[src/rtl/wbpport_gen_pkg.sv]
// Shared definitions for the Wishbone parallel-port peripheral:
// register addresses, control bit positions, bus request bundle.
package wbpport_gen_pkg;

    localparam logic [1:0] PP_SETUP = 2'd0;
    localparam logic [1:0] PP_FIFO  = 2'd1;
    localparam logic [1:0] PP_RX    = 2'd2;
    localparam logic [1:0] PP_TX    = 2'd3;

    localparam int RST_BIT    = 16;
    localparam int CLROVF_BIT = 19;

    // Bus request captured on stb, acted upon one clock later.
    typedef struct packed {
        logic        we;
        logic [1:0]  addr;
        logic        rst;
        logic        clrovf;
        logic [15:0] data;
    } wb_req_t;

    function automatic int clamp_lg(input int lg);
        if (lg < 2) return 2;
        if (lg > 10) return 10;
        return lg;
    endfunction

    function automatic logic [15:0] fifo_stat(
        input logic [3:0] lg,
        input logic [9:0] fill,
        input logic       half,
        input logic       flag
    );
        return {lg, fill, half, flag};
    endfunction

endpackage

[src/rtl/wbpport_gen_if.sv]
// Wishbone classic-pipelined bus bundle for the parallel port.
// master drives cyc/stb/we/addr/wdata; slave returns ack/stall/rdata.
interface wbpport_gen_if;

    logic        cyc;
    logic        stb;
    logic        we;
    logic [1:0]  addr;
    logic [31:0] wdata;
    logic        ack;
    logic        stall;
    logic [31:0] rdata;

    modport master (
        output cyc, stb, we, addr, wdata,
        input  ack, stall, rdata
    );

    modport slave (
        input  cyc, stb, we, addr, wdata,
        output ack, stall, rdata
    );

endinterface

[src/rtl/pp_sfifo.sv]
// Synchronous first-word-fall-through FIFO, 2^LGFLEN deep.
// Ports: push/pop/din in; head/fill/full/empty out; sync rst and clr.
module pp_sfifo #(
    parameter int BW     = 8,
    parameter int LGFLEN = 4
) (
    input  logic              i_clk,
    input  logic              i_rst,
    input  logic              i_clr,
    input  logic              i_push,
    input  logic              i_pop,
    input  logic [BW-1:0]     i_din,
    output logic [BW-1:0]     o_head,
    output logic [LGFLEN:0]   o_fill,
    output logic              o_full,
    output logic              o_empty
);

    localparam int DEPTH = 1 << LGFLEN;
    localparam int FW    = LGFLEN + 1;
    localparam logic [FW-1:0] FULLV = FW'(DEPTH);

    logic [BW-1:0]     mem_q [DEPTH];
    logic [LGFLEN-1:0] wp_q, wp_d;
    logic [LGFLEN-1:0] rp_q, rp_d;
    logic [FW-1:0]     fill_q, fill_d;
    logic              push_ok;
    logic              pop_ok;

    assign o_empty = (fill_q == '0);
    assign o_full  = (fill_q == FULLV);
    assign o_fill  = fill_q;

    // A push into a full FIFO succeeds only alongside a pop.
    assign pop_ok  = i_pop && !o_empty;
    assign push_ok = i_push && (!o_full || pop_ok);

    assign o_head = o_empty ? '0 : mem_q[rp_q];

    always_comb begin
        wp_d   = wp_q;
        rp_d   = rp_q;
        fill_d = fill_q + FW'(push_ok) - FW'(pop_ok);
        if (push_ok) wp_d = wp_q + LGFLEN'(1);
        if (pop_ok)  rp_d = rp_q + LGFLEN'(1);
    end

    always_ff @(posedge i_clk) begin
        if (i_rst || i_clr) begin
            wp_q   <= '0;
            rp_q   <= '0;
            fill_q <= '0;
        end else begin
            wp_q   <= wp_d;
            rp_q   <= rp_d;
            fill_q <= fill_d;
        end
    end

    always_ff @(posedge i_clk) begin
        if (push_ok && !i_clr && !i_rst)
            mem_q[wp_q] <= i_din;
    end

endmodule

[src/rtl/wbpport_gen.sv]
// Wishbone parallel-port peripheral with RX/TX FIFOs, overflow flags
// and RX idle timeout. Ports: wb bus (slave), pp RX/TX link, interrupts.
module wbpport_gen
    import wbpport_gen_pkg::*;
#(
    parameter int DW     = 8,
    parameter int LGFLEN = 4
) (
    input  logic          i_clk,
    input  logic          i_rst,
    wbpport_gen_if.slave  wb,
    input  logic          i_pp_stb,
    input  logic [DW-1:0] i_pp_data,
    output logic          o_pp_busy,
    output logic          o_pp_stb,
    output logic [DW-1:0] o_pp_data,
    input  logic          i_pp_busy,
    output logic          o_rx_int,
    output logic          o_tx_int,
    output logic          o_rxfifo_int,
    output logic          o_txfifo_int,
    output logic          o_rxto_int
);

    localparam int LGF = clamp_lg(LGFLEN);
    localparam int FW  = LGF + 1;
    localparam logic [FW-1:0] HALF = FW'(1 << (LGF - 1));
    localparam logic [3:0]    LG4  = 4'(LGF);
    localparam logic [4:0]    DWM1 = 5'(DW - 1);

    logic          r_ack_q;
    logic          ack_q;
    wb_req_t       req_q, req_d;
    logic [31:0]   rdata_q, rdata_d;
    logic [15:0]   tmo_q, tmo_d;
    logic [15:0]   cnt_q, cnt_d;
    logic          rxovf_q, rxovf_d;
    logic          txovf_q, txovf_d;

    logic          stb;
    logic          act;
    logic          su_wr, rx_wr, tx_wr;
    logic          rx_clr, tx_clr;
    logic          rx_pop, tx_pop, tx_push;
    logic          rx_drop, tx_drop, rx_push_ok;

    logic [DW-1:0] rx_head, tx_head;
    logic [FW-1:0] rx_fill, tx_fill;
    logic [9:0]    rx_fill10, tx_fill10;
    logic          rx_full, rx_empty, tx_full, tx_empty;
    logic          rx_half, tx_half;
    logic          unused_wdata;

    assign unused_wdata = ^{wb.wdata[31:20], wb.wdata[18:17]};

    assign stb = wb.cyc && wb.stb;
    // Side effects happen one clock after stb, alongside data capture.
    assign act = r_ack_q && !i_rst;

    assign su_wr = act && req_q.we && (req_q.addr == PP_SETUP);
    assign rx_wr = act && req_q.we && (req_q.addr == PP_RX);
    assign tx_wr = act && req_q.we && (req_q.addr == PP_TX);

    assign rx_clr  = su_wr || (rx_wr && req_q.rst);
    assign tx_clr  = su_wr || (tx_wr && req_q.rst);
    assign tx_push = tx_wr && !req_q.rst;

    assign rx_pop = act && !req_q.we && (req_q.addr == PP_RX) && !rx_empty;
    assign tx_pop = !tx_empty && !i_pp_busy;

    // A word discarded by a FIFO clear is not an overflow.
    assign rx_drop    = i_pp_stb && rx_full && !rx_pop && !rx_clr;
    assign rx_push_ok = i_pp_stb && (!rx_full || rx_pop) && !rx_clr;
    assign tx_drop    = tx_push && tx_full && !tx_pop;

    pp_sfifo #(.BW(DW), .LGFLEN(LGF)) u_rx (
        .i_clk   (i_clk),
        .i_rst   (i_rst),
        .i_clr   (rx_clr),
        .i_push  (i_pp_stb),
        .i_pop   (rx_pop),
        .i_din   (i_pp_data),
        .o_head  (rx_head),
        .o_fill  (rx_fill),
        .o_full  (rx_full),
        .o_empty (rx_empty)
    );

    pp_sfifo #(.BW(DW), .LGFLEN(LGF)) u_tx (
        .i_clk   (i_clk),
        .i_rst   (i_rst),
        .i_clr   (tx_clr),
        .i_push  (tx_push),
        .i_pop   (tx_pop),
        .i_din   (req_q.data[DW-1:0]),
        .o_head  (tx_head),
        .o_fill  (tx_fill),
        .o_full  (tx_full),
        .o_empty (tx_empty)
    );

    assign rx_fill10 = 10'(rx_fill);
    assign tx_fill10 = 10'(tx_fill);
    assign rx_half   = (rx_fill >= HALF);
    assign tx_half   = (tx_fill < HALF);

    always_comb begin
        req_d = req_q;
        if (stb) begin
            req_d.we     = wb.we;
            req_d.addr   = wb.addr;
            req_d.rst    = wb.wdata[RST_BIT];
            req_d.clrovf = wb.wdata[CLROVF_BIT];
            req_d.data   = wb.wdata[15:0];
        end
    end

    // Read data reflects state before this clock's side effects.
    always_comb begin
        rdata_d = rdata_q;
        if (act) begin
            unique case (req_q.addr)
                PP_SETUP: rdata_d = {LG4, 7'h0, DWM1, tmo_q};
                PP_FIFO:  rdata_d = {
                    fifo_stat(LG4, tx_fill10, tx_half, !tx_full),
                    fifo_stat(LG4, rx_fill10, rx_half, !rx_empty)};
                PP_RX:    rdata_d = {12'h0, rxovf_q, 2'b0,
                                     rx_empty, 16'(rx_head)};
                PP_TX:    rdata_d = {12'h0, txovf_q, 1'b0,
                                     !tx_empty, tx_full, 16'(tx_fill)};
                default:  rdata_d = rdata_q;
            endcase
        end
    end

    // A clear written in the same clock as a drop wins.
    always_comb begin
        rxovf_d = rxovf_q;
        txovf_d = txovf_q;
        tmo_d   = tmo_q;
        cnt_d   = cnt_q;
        if (rx_drop) rxovf_d = 1'b1;
        if (rx_wr && req_q.clrovf) rxovf_d = 1'b0;
        if (tx_drop) txovf_d = 1'b1;
        if (tx_wr && req_q.clrovf) txovf_d = 1'b0;
        if (su_wr) tmo_d = req_q.data;
        if (rx_clr || rx_push_ok || rx_pop)
            cnt_d = '0;
        else if (!rx_empty && cnt_q != '1)
            cnt_d = cnt_q + 16'd1;
    end

    always_ff @(posedge i_clk) begin
        if (i_rst) begin
            r_ack_q <= 1'b0;
            ack_q   <= 1'b0;
            req_q   <= '0;
            rdata_q <= '0;
            tmo_q   <= '0;
            cnt_q   <= '0;
            rxovf_q <= 1'b0;
            txovf_q <= 1'b0;
        end else begin
            r_ack_q <= stb;
            ack_q   <= r_ack_q;
            req_q   <= req_d;
            rdata_q <= rdata_d;
            tmo_q   <= tmo_d;
            cnt_q   <= cnt_d;
            rxovf_q <= rxovf_d;
            txovf_q <= txovf_d;
        end
    end

    assign wb.ack   = ack_q;
    assign wb.stall = 1'b0;
    assign wb.rdata = rdata_q;

    assign o_pp_busy    = rx_full;
    assign o_pp_stb     = !tx_empty;
    assign o_pp_data    = tx_head;
    assign o_rx_int     = !rx_empty;
    assign o_tx_int     = !tx_full;
    assign o_rxfifo_int = rx_half;
    assign o_txfifo_int = tx_half;
    assign o_rxto_int   = (tmo_q != '0) && !rx_empty
                          && (cnt_q >= tmo_q);

endmodule

[src/flat_wrapper.sv]
// flat-port wrapper written by rule: the top's interface ports become plain ports
module wbpport_gen_flat import wbpport_gen_pkg::*;
#(
    parameter int DW     = 8,
    parameter int LGFLEN = 4
)
  (i_clk, i_rst, i_pp_stb, i_pp_data, o_pp_busy, o_pp_stb, o_pp_data, i_pp_busy, o_rx_int, o_tx_int, o_rxfifo_int, o_txfifo_int, o_rxto_int, wb_cyc, wb_stb, wb_we, wb_addr, wb_wdata, wb_ack, wb_stall, wb_rdata);
  wbpport_gen_if wb_i ();
  input  logic i_clk;
  input  logic i_rst;
  input  logic i_pp_stb;
  input  logic [DW-1:0] i_pp_data;
  output logic o_pp_busy;
  output logic o_pp_stb;
  output logic [DW-1:0] o_pp_data;
  input  logic i_pp_busy;
  output logic o_rx_int;
  output logic o_tx_int;
  output logic o_rxfifo_int;
  output logic o_txfifo_int;
  output logic o_rxto_int;
  input wire logic [$bits(wb_i.cyc)-1:0] wb_cyc;
  input wire logic [$bits(wb_i.stb)-1:0] wb_stb;
  input wire logic [$bits(wb_i.we)-1:0] wb_we;
  input wire logic [$bits(wb_i.addr)-1:0] wb_addr;
  input wire logic [$bits(wb_i.wdata)-1:0] wb_wdata;
  output wire logic [$bits(wb_i.ack)-1:0] wb_ack;
  output wire logic [$bits(wb_i.stall)-1:0] wb_stall;
  output wire logic [$bits(wb_i.rdata)-1:0] wb_rdata;
  assign wb_i.cyc = wb_cyc;
  assign wb_i.stb = wb_stb;
  assign wb_i.we = wb_we;
  assign wb_i.addr = wb_addr;
  assign wb_i.wdata = wb_wdata;
  assign wb_ack = wb_i.ack;
  assign wb_stall = wb_i.stall;
  assign wb_rdata = wb_i.rdata;
  wbpport_gen #(.DW(DW), .LGFLEN(LGFLEN)) u_core (.i_clk(i_clk), .i_rst(i_rst), .wb(wb_i), .i_pp_stb(i_pp_stb), .i_pp_data(i_pp_data), .o_pp_busy(o_pp_busy), .o_pp_stb(o_pp_stb), .o_pp_data(o_pp_data), .i_pp_busy(i_pp_busy), .o_rx_int(o_rx_int), .o_tx_int(o_tx_int), .o_rxfifo_int(o_rxfifo_int), .o_txfifo_int(o_txfifo_int), .o_rxto_int(o_rxto_int));
endmodule
[config.mk]
export PLATFORM = sky130hd
export DESIGN_NAME = wbpport_gen_flat
export DESIGN_NICKNAME = d
export VERILOG_FILES = /design/src/rtl/wbpport_gen_pkg.sv /design/src/rtl/wbpport_gen_if.sv /design/src/rtl/pp_sfifo.sv /design/src/rtl/wbpport_gen.sv /design/src/flat_wrapper.sv
export SDC_FILE = /design/constraint.sdc
export NUM_CORES = 1
export LEC_CHECK = 0
export ABC_AREA = 0
export BUFFER_PORTS_ARGS = -buffer_cell sky130_fd_sc_hd__buf_2
export CORE_AREA = 3 3 232 234
export DETAILED_ROUTE_END_ITERATION = 10
export DIE_AREA = 0 0 235 237
export GPL_TIMING_DRIVEN = 1
export SLEW_MARGIN = 20
export SYNTH_ARGS = -nofsm -noshare
export SYNTH_HDL_FRONTEND = slang
export SYNTH_SLANG_ARGS = --single-unit
[constraint.sdc]
create_clock -name i_clk -period 3.96 [get_ports i_clk]
set_input_delay 0.594 -clock i_clk [delete_from_list [all_inputs] [get_ports i_clk]]
set_output_delay 0.594 -clock i_clk [all_outputs]
set_load 0.01 [all_outputs]
## Yosys cells after proc, flatten, opt, wreduce, memory -nomap -nowiden

Memory sizes are Yosys's and may differ from the RTL's. A register that Yosys moved wholly into a read port is not among the register bits.
Index checks and enable logic that the tools add are counted.

| storage, ports and cells | value |
|---|---|
| register bits after elaboration | 115 |
| memory bits (writable) | 256 |
| word-level logic and storage cells | 110 |
| memories | 2 |

| cells by class | value |
|---|---|
| add/subtract/negate cells | 9 |
| magnitude comparators | 3 |
| equal/unequal tests | 6 |
| multiplexer cells | 11 |
| reduce and logical (&&, ||, !) cells | 61 |

Memories:

| name | depth | bits a word | read ports | clocked after memory_dff | wr ports | RTL line | text |
|---|---|---|---|---|---|---|---|
| u_core.u_rx.mem_q | 16 | 8 | 1 | 1 | 1 | pp_sfifo.sv:23 | `logic [BW-1:0] mem_q [DEPTH];` |
| u_core.u_tx.mem_q | 16 | 8 | 1 | 1 | 1 | pp_sfifo.sv:23 |  |

Operators with widths:

| cell | count |
|---|---|
| $pmux 32 s4 | 1 |
| $logic_and 1x1->1 | 33 |
| $add 16x1->16 const B | 1 |
| $add 4x1->4 const B | 4 |
| $ge 16x16->1 | 1 |
| $mux 4 | 4 |
| $mux 8 | 2 |
| $ne 16x16->1 const B | 1 |
| $reduce_bool 16->1 | 1 |
| $logic_not 1->1 | 12 |
| $add 5x1->5 | 2 |
| $eq 5x5->1 const B | 2 |
| $logic_not 5->1 | 2 |
| $sub 5x1->5 | 2 |
| $logic_or 1x1->1 | 9 |
| $reduce_or 2->1 | 3 |
| $ge 5x4->1 const B | 1 |
| $lt 5x4->1 const B | 1 |
| $eq 2x2->1 const B | 2 |
| $mux 1 | 4 |
| $eq 2x1->1 const B | 1 |
| $logic_not 2->1 | 1 |

## Depth between registers and ports, before layout

| logic depth | value |
|---|---|
| depth after elaboration | 12 |
| gate-level depth with buffers | 16 |
| depth with buffers taken out | 15 |

## Hierarchy

From an unflattened synthesis, not the netlist that was laid out.

| second synthesis, totals | value |
|---|---|
| cells, all modules | 1,099 |
| area total of the unflattened synthesis | 15,673.8 um2 |

By module, submodules not included:

| module | instances | cells each | area each (um2) | seq. area each (um2) |
|---|---|---|---|---|
| pp_sfifo | 2 | 314 | 5,869.4 | 4,184.0 |
| wbpport_gen | 1 | 471 | 3,935.0 | 1,621.6 |

## Least setup slack after synthesis

OpenSTA, ideal clock, no wires.

| path | value |
|---|---|
| kind | register to register |
| start point | reg u_core.u_tx.fill_q[2], in the netlist u_core.u_tx.o_fill[2] |
| end point | reg u_core.u_tx.fill_q[4], in the netlist u_core.u_tx.o_fill[4] |
| library setup time | 70 ps |
| arrival | 2,853 ps |
| setup slack | 1,037 ps |
| cell stages (with the launch flop) | 16 |
| period minus slack after synthesis | 2,923 ps |
| cells stage by stage | dfxtp_1 > inv_1 > ha_1 > and4bb_2 > a2111oi_4 > inv_1 > ha_1 > inv_1 > ha_1 > inv_1 > fa_1 > inv_1 > a21oi_1 > nor2_1 > or3_1 > a21oi_1 |

| between the ends | value |
|---|---|
| longest elaborated chain between the ends | 8 |

RTL lines:

| item | RTL line | text |
|---|---|---|
| start: declaration | pp_sfifo.sv:26 | `logic [FW-1:0] fill_q, fill_d;` |
| start signal: assignment | pp_sfifo.sv:56 | `fill_q <= fill_d;` |
| $logic_not 5->1 | pp_sfifo.sv:30 | `assign o_empty = (fill_q == '0);` |
| $logic_not 1->1 | pp_sfifo.sv:35, wbpport_gen.sv:69 |  |
| $logic_and 1x1->1 | wbpport_gen.sv:69 | `assign tx_pop = !tx_empty && !i_pp_busy;` |
| $logic_and 1x1->1 | pp_sfifo.sv:35 | `assign pop_ok = i_pop && !o_empty;` |
| $logic_or 1x1->1 | pp_sfifo.sv:36 | `assign push_ok = i_push && (!o_full \|\| pop_ok);` |
| $logic_and 1x1->1 | pp_sfifo.sv:36 |  |
| $add 5x1->5 | pp_sfifo.sv:43 | `fill_d = fill_q + FW'(push_ok) - FW'(pop_ok);` |
| $sub 5x1->5 * | pp_sfifo.sv:43 |  |

Every way passes the cells marked *; elsewhere a longest branch is shown, timed or not.
A chain may end at the register's enable or synchronous reset.

==> flow_summary.yaml <==
run_status:
  status: "finished clean"
synthesis:
  synth_async_sr_flop_share: 0
  synthTopCellsByArea: "edfxtp_1, dfxtp_1, mux4_2, ha_1, nor2_1"
  synth_top_cell_area_share: 0.495
  ys_types: 59
  synth_most_common_cell: "edfxtp_1"
  synthTopCellsByCount: "edfxtp_1, dfxtp_1, nor2_1, nand2_1, mux4_2"
  synth_seq_cells: 371
  mappedNetlistArea_um2: 15500
  ys_seq_area_frac: 0.644
  synth_edf_count: 256
  yosys.area.top_type: "edfxtp_1"
  synth_flop_cell: "edfxtp_1"
  synth_warnings: 0
  syn-instance-count: 1086
  avgSynthCellArea_um2: 14.3
pwr:
  internal_power_mw: 7.10
  ir_drop_v: 0.000354
  power.leakage_nw: 6.18
  switching_share: 0.258
  seqPwrFrac: 0.460
  power.density_nw_per_um2: 529
  power_switching_mw: 2.46
  p_comb_frac: 0.142
  clkPwrFrac: 0.398
sta:
  post-route-period-util: 0.871
  skew_ns: 0.0216
  fmax_ghz: 0.290
  maxSlewViolCount: 0
  finalCriticalPeriod_ns: 3.45
  timing_hold_violations_final: 0
  timing.hold.ws_ns: 0.287
  rsz0062_at_grt: "no"
  setup_viol: 0
  timing.setup.tns_ns: 0
  worst_slew_pin_slew_ns: 0.968
  relSlewSlack: 0.352
die:
  die_w_um: 235
  io_pins: 98
  core_um2: 52200
  start_util: 0.297
  placementRows: 84
  die_area_um2: 55700
  die_h_um: 237
route:
  drtIter0Drc: 683
  wire_per_inst_um: 19.0
  routed_wl_mm: 36.2
  vias: 9097
  drt-pass1-iter-count: 5
  route.detailed.drc: 0
  viasPerCell: 4.78
  ant_nets: 0
clocking:
  clk_path_buf_depth: 3
  cts_tree: "done"
  cts-root-buf: "clkbuf_16"
  h-tree-depth: 2
  clock_sinks: 371
  clk_latency_ns: 0.55
  clk_pin_slew_ns: 0.06
  post-cts-setup-buffers: 0
  holdBufCountCts: 0
  cts_resized: 0
  numCtsBuffers: 40
grt:
  track_usage: 0.129
  grt_max_degree: 59
  grt-ovfl-total: 0
  grt_pass1_vias: 9230
  grt_pass1_wl_mm: 55.8
  antenna_found_initial: 1
layout:
  fillers: 5022
  multi_input_area_um2: 5050
  insertedDiodeCount: 0
  drive_gt1_frac: 0.212
  register_area_um2: 9990
  final_nets: 1275
  area_growth_pct: 16.5
critical_path:
  path_class: "reg2out"
  setup.worst_path.start_class: "flip-flop"
  critPathCaptureType: "output port"
  crit_fanout: 19
  arrival_ns: 2.86
  critPathRequiredTime_ns: 3.37
placement:
  numPortBuffers: 74
  place_hpwl_mm: 24.5
  place_congestion: 0.792
min_path:
  hold_class: "in2reg"
run:
  max_cap_violations: 0
-- cells by family after synthesis --
logic type                 synth area share
DFF                                   0.644
adders and majority gates            0.0356
AOI/OAI and AO/OA                    0.0548
xor gates and xnor gates             0.0169
and+or+nand+nor                      0.0883
other                              0.000242
buffers and inverters                0.0327
muxes                                 0.127
-- cells in the final DEF (no fill, tap or decap), types with 6 or more instances in the layout --
cell type  netlist  routed
clkbuf_16        0      42
dfxtp_1        115     112
and2_1          11      11
a21o_1           6       6
xnor2_1         14      14
mux2i_1         39      39
nor2b_1         12      12
conb_1           1       9
clkinv_2         0       6
nor3_1          15      15
mux4_2          70      70
ha_1            41      41
edfxtp_1       256     256
nand3_1          9       9
inv_1           49      49
a21oi_1         50      50
nand4_1         10      10
buf_2           13      74
o21ai_0         17      17
a31oi_1         15      15
nand2_1         79      79
xor2_1          16      16
o211ai_1         7       7
and3_1           9       9
nand2b_1        13      13
nor2_1         108     108
buf_4           12      33
-- path summary, 6_finish.rpt --
| check | from | to | slack (ns) | cells past startpoint |
|---|---|---|---|---|
| max | flip-flop | o_pp_data[3] | 0.51 | 5 |
| min | wb_wdata[13] | u_core.req_q[13] | 0.29 | 3 |
| max reg2reg | u_core.u_tx.o_fill[3] | u_core.u_tx.o_fill[4] | 0.81 | 16 |
| min reg2reg | u_core.wb.rdata[0] | u_core.wb.rdata[0] | 0.44 | 2 |
-- power groups by stage --
stage	sequential, mW	combinational (mW)	clock (mW)
finish	4.40	1.36	3.80
global route	4.42	1.51	4.07
CTS	4.40	1.39	3.89
detailed placement	4.48	1.38	0
global placement	4.48	1.36	0
floorplan	4.40	1.02	0
-- stage by stage --
step,cell area [um2],std cells,setup slack [ns],total power [mW],util
finish,18100,1903,0.509,9.56,0.346
global route,18100,1903,0.339,9.99,0.346
CTS,18100,1903,0.410,9.68,0.346
detailed placement,16700,1829,0.834,5.86,0.320
global placement,16700,1829,0.877,5.84,0.320
floorplan,15500,1094,1.04,5.41,-
-- flip-flops by register name, summed over array words and instances, names as in the netlist, 4 cells and up, named ones only --
register,flops
u_core.u_tx.wp_q,4
u_core.tmo_q,16
u_core.u_rx.o_fill,5
u_core.u_tx.mem_q,128
u_core.req_q,21
u_core.u_rx.mem_q,128
u_core.u_tx.o_fill,5
u_core.u_tx.rp_q,4
u_core.cnt_q,16
u_core.wb.rdata,24
u_core.u_rx.rp_q,4
u_core.u_rx.wp_q,4
-- metal layers --
metal,share of wire,track usage,vias to the layer above
met5,0,0,-
met4,0.020,0.0321,0
met2,0.47,0.208,251
met3,0.062,0.0285,52
met1,0.44,0.176,4547
li1,-,-,4247
-- critical path: stages (launching register included) --
cell and delay [ns]:
dfxtp_2 0.68, buf_12 0.28, mux4_2 0.57, mux4_2 0.47, and2_1 0.16, buf_2 0.13
-- area by class of cell --
cell class	instances	area share
inverters	50	0.0104
flip-flops and latches	371	0.553
clock buffers	50	0.0615
well taps	688	0.0476
repair buffers	108	0.0353
multi-input cells	612	0.279
clock inverters	24	0.0133
No activity file was read; power rests on OpenSTA's default activity.
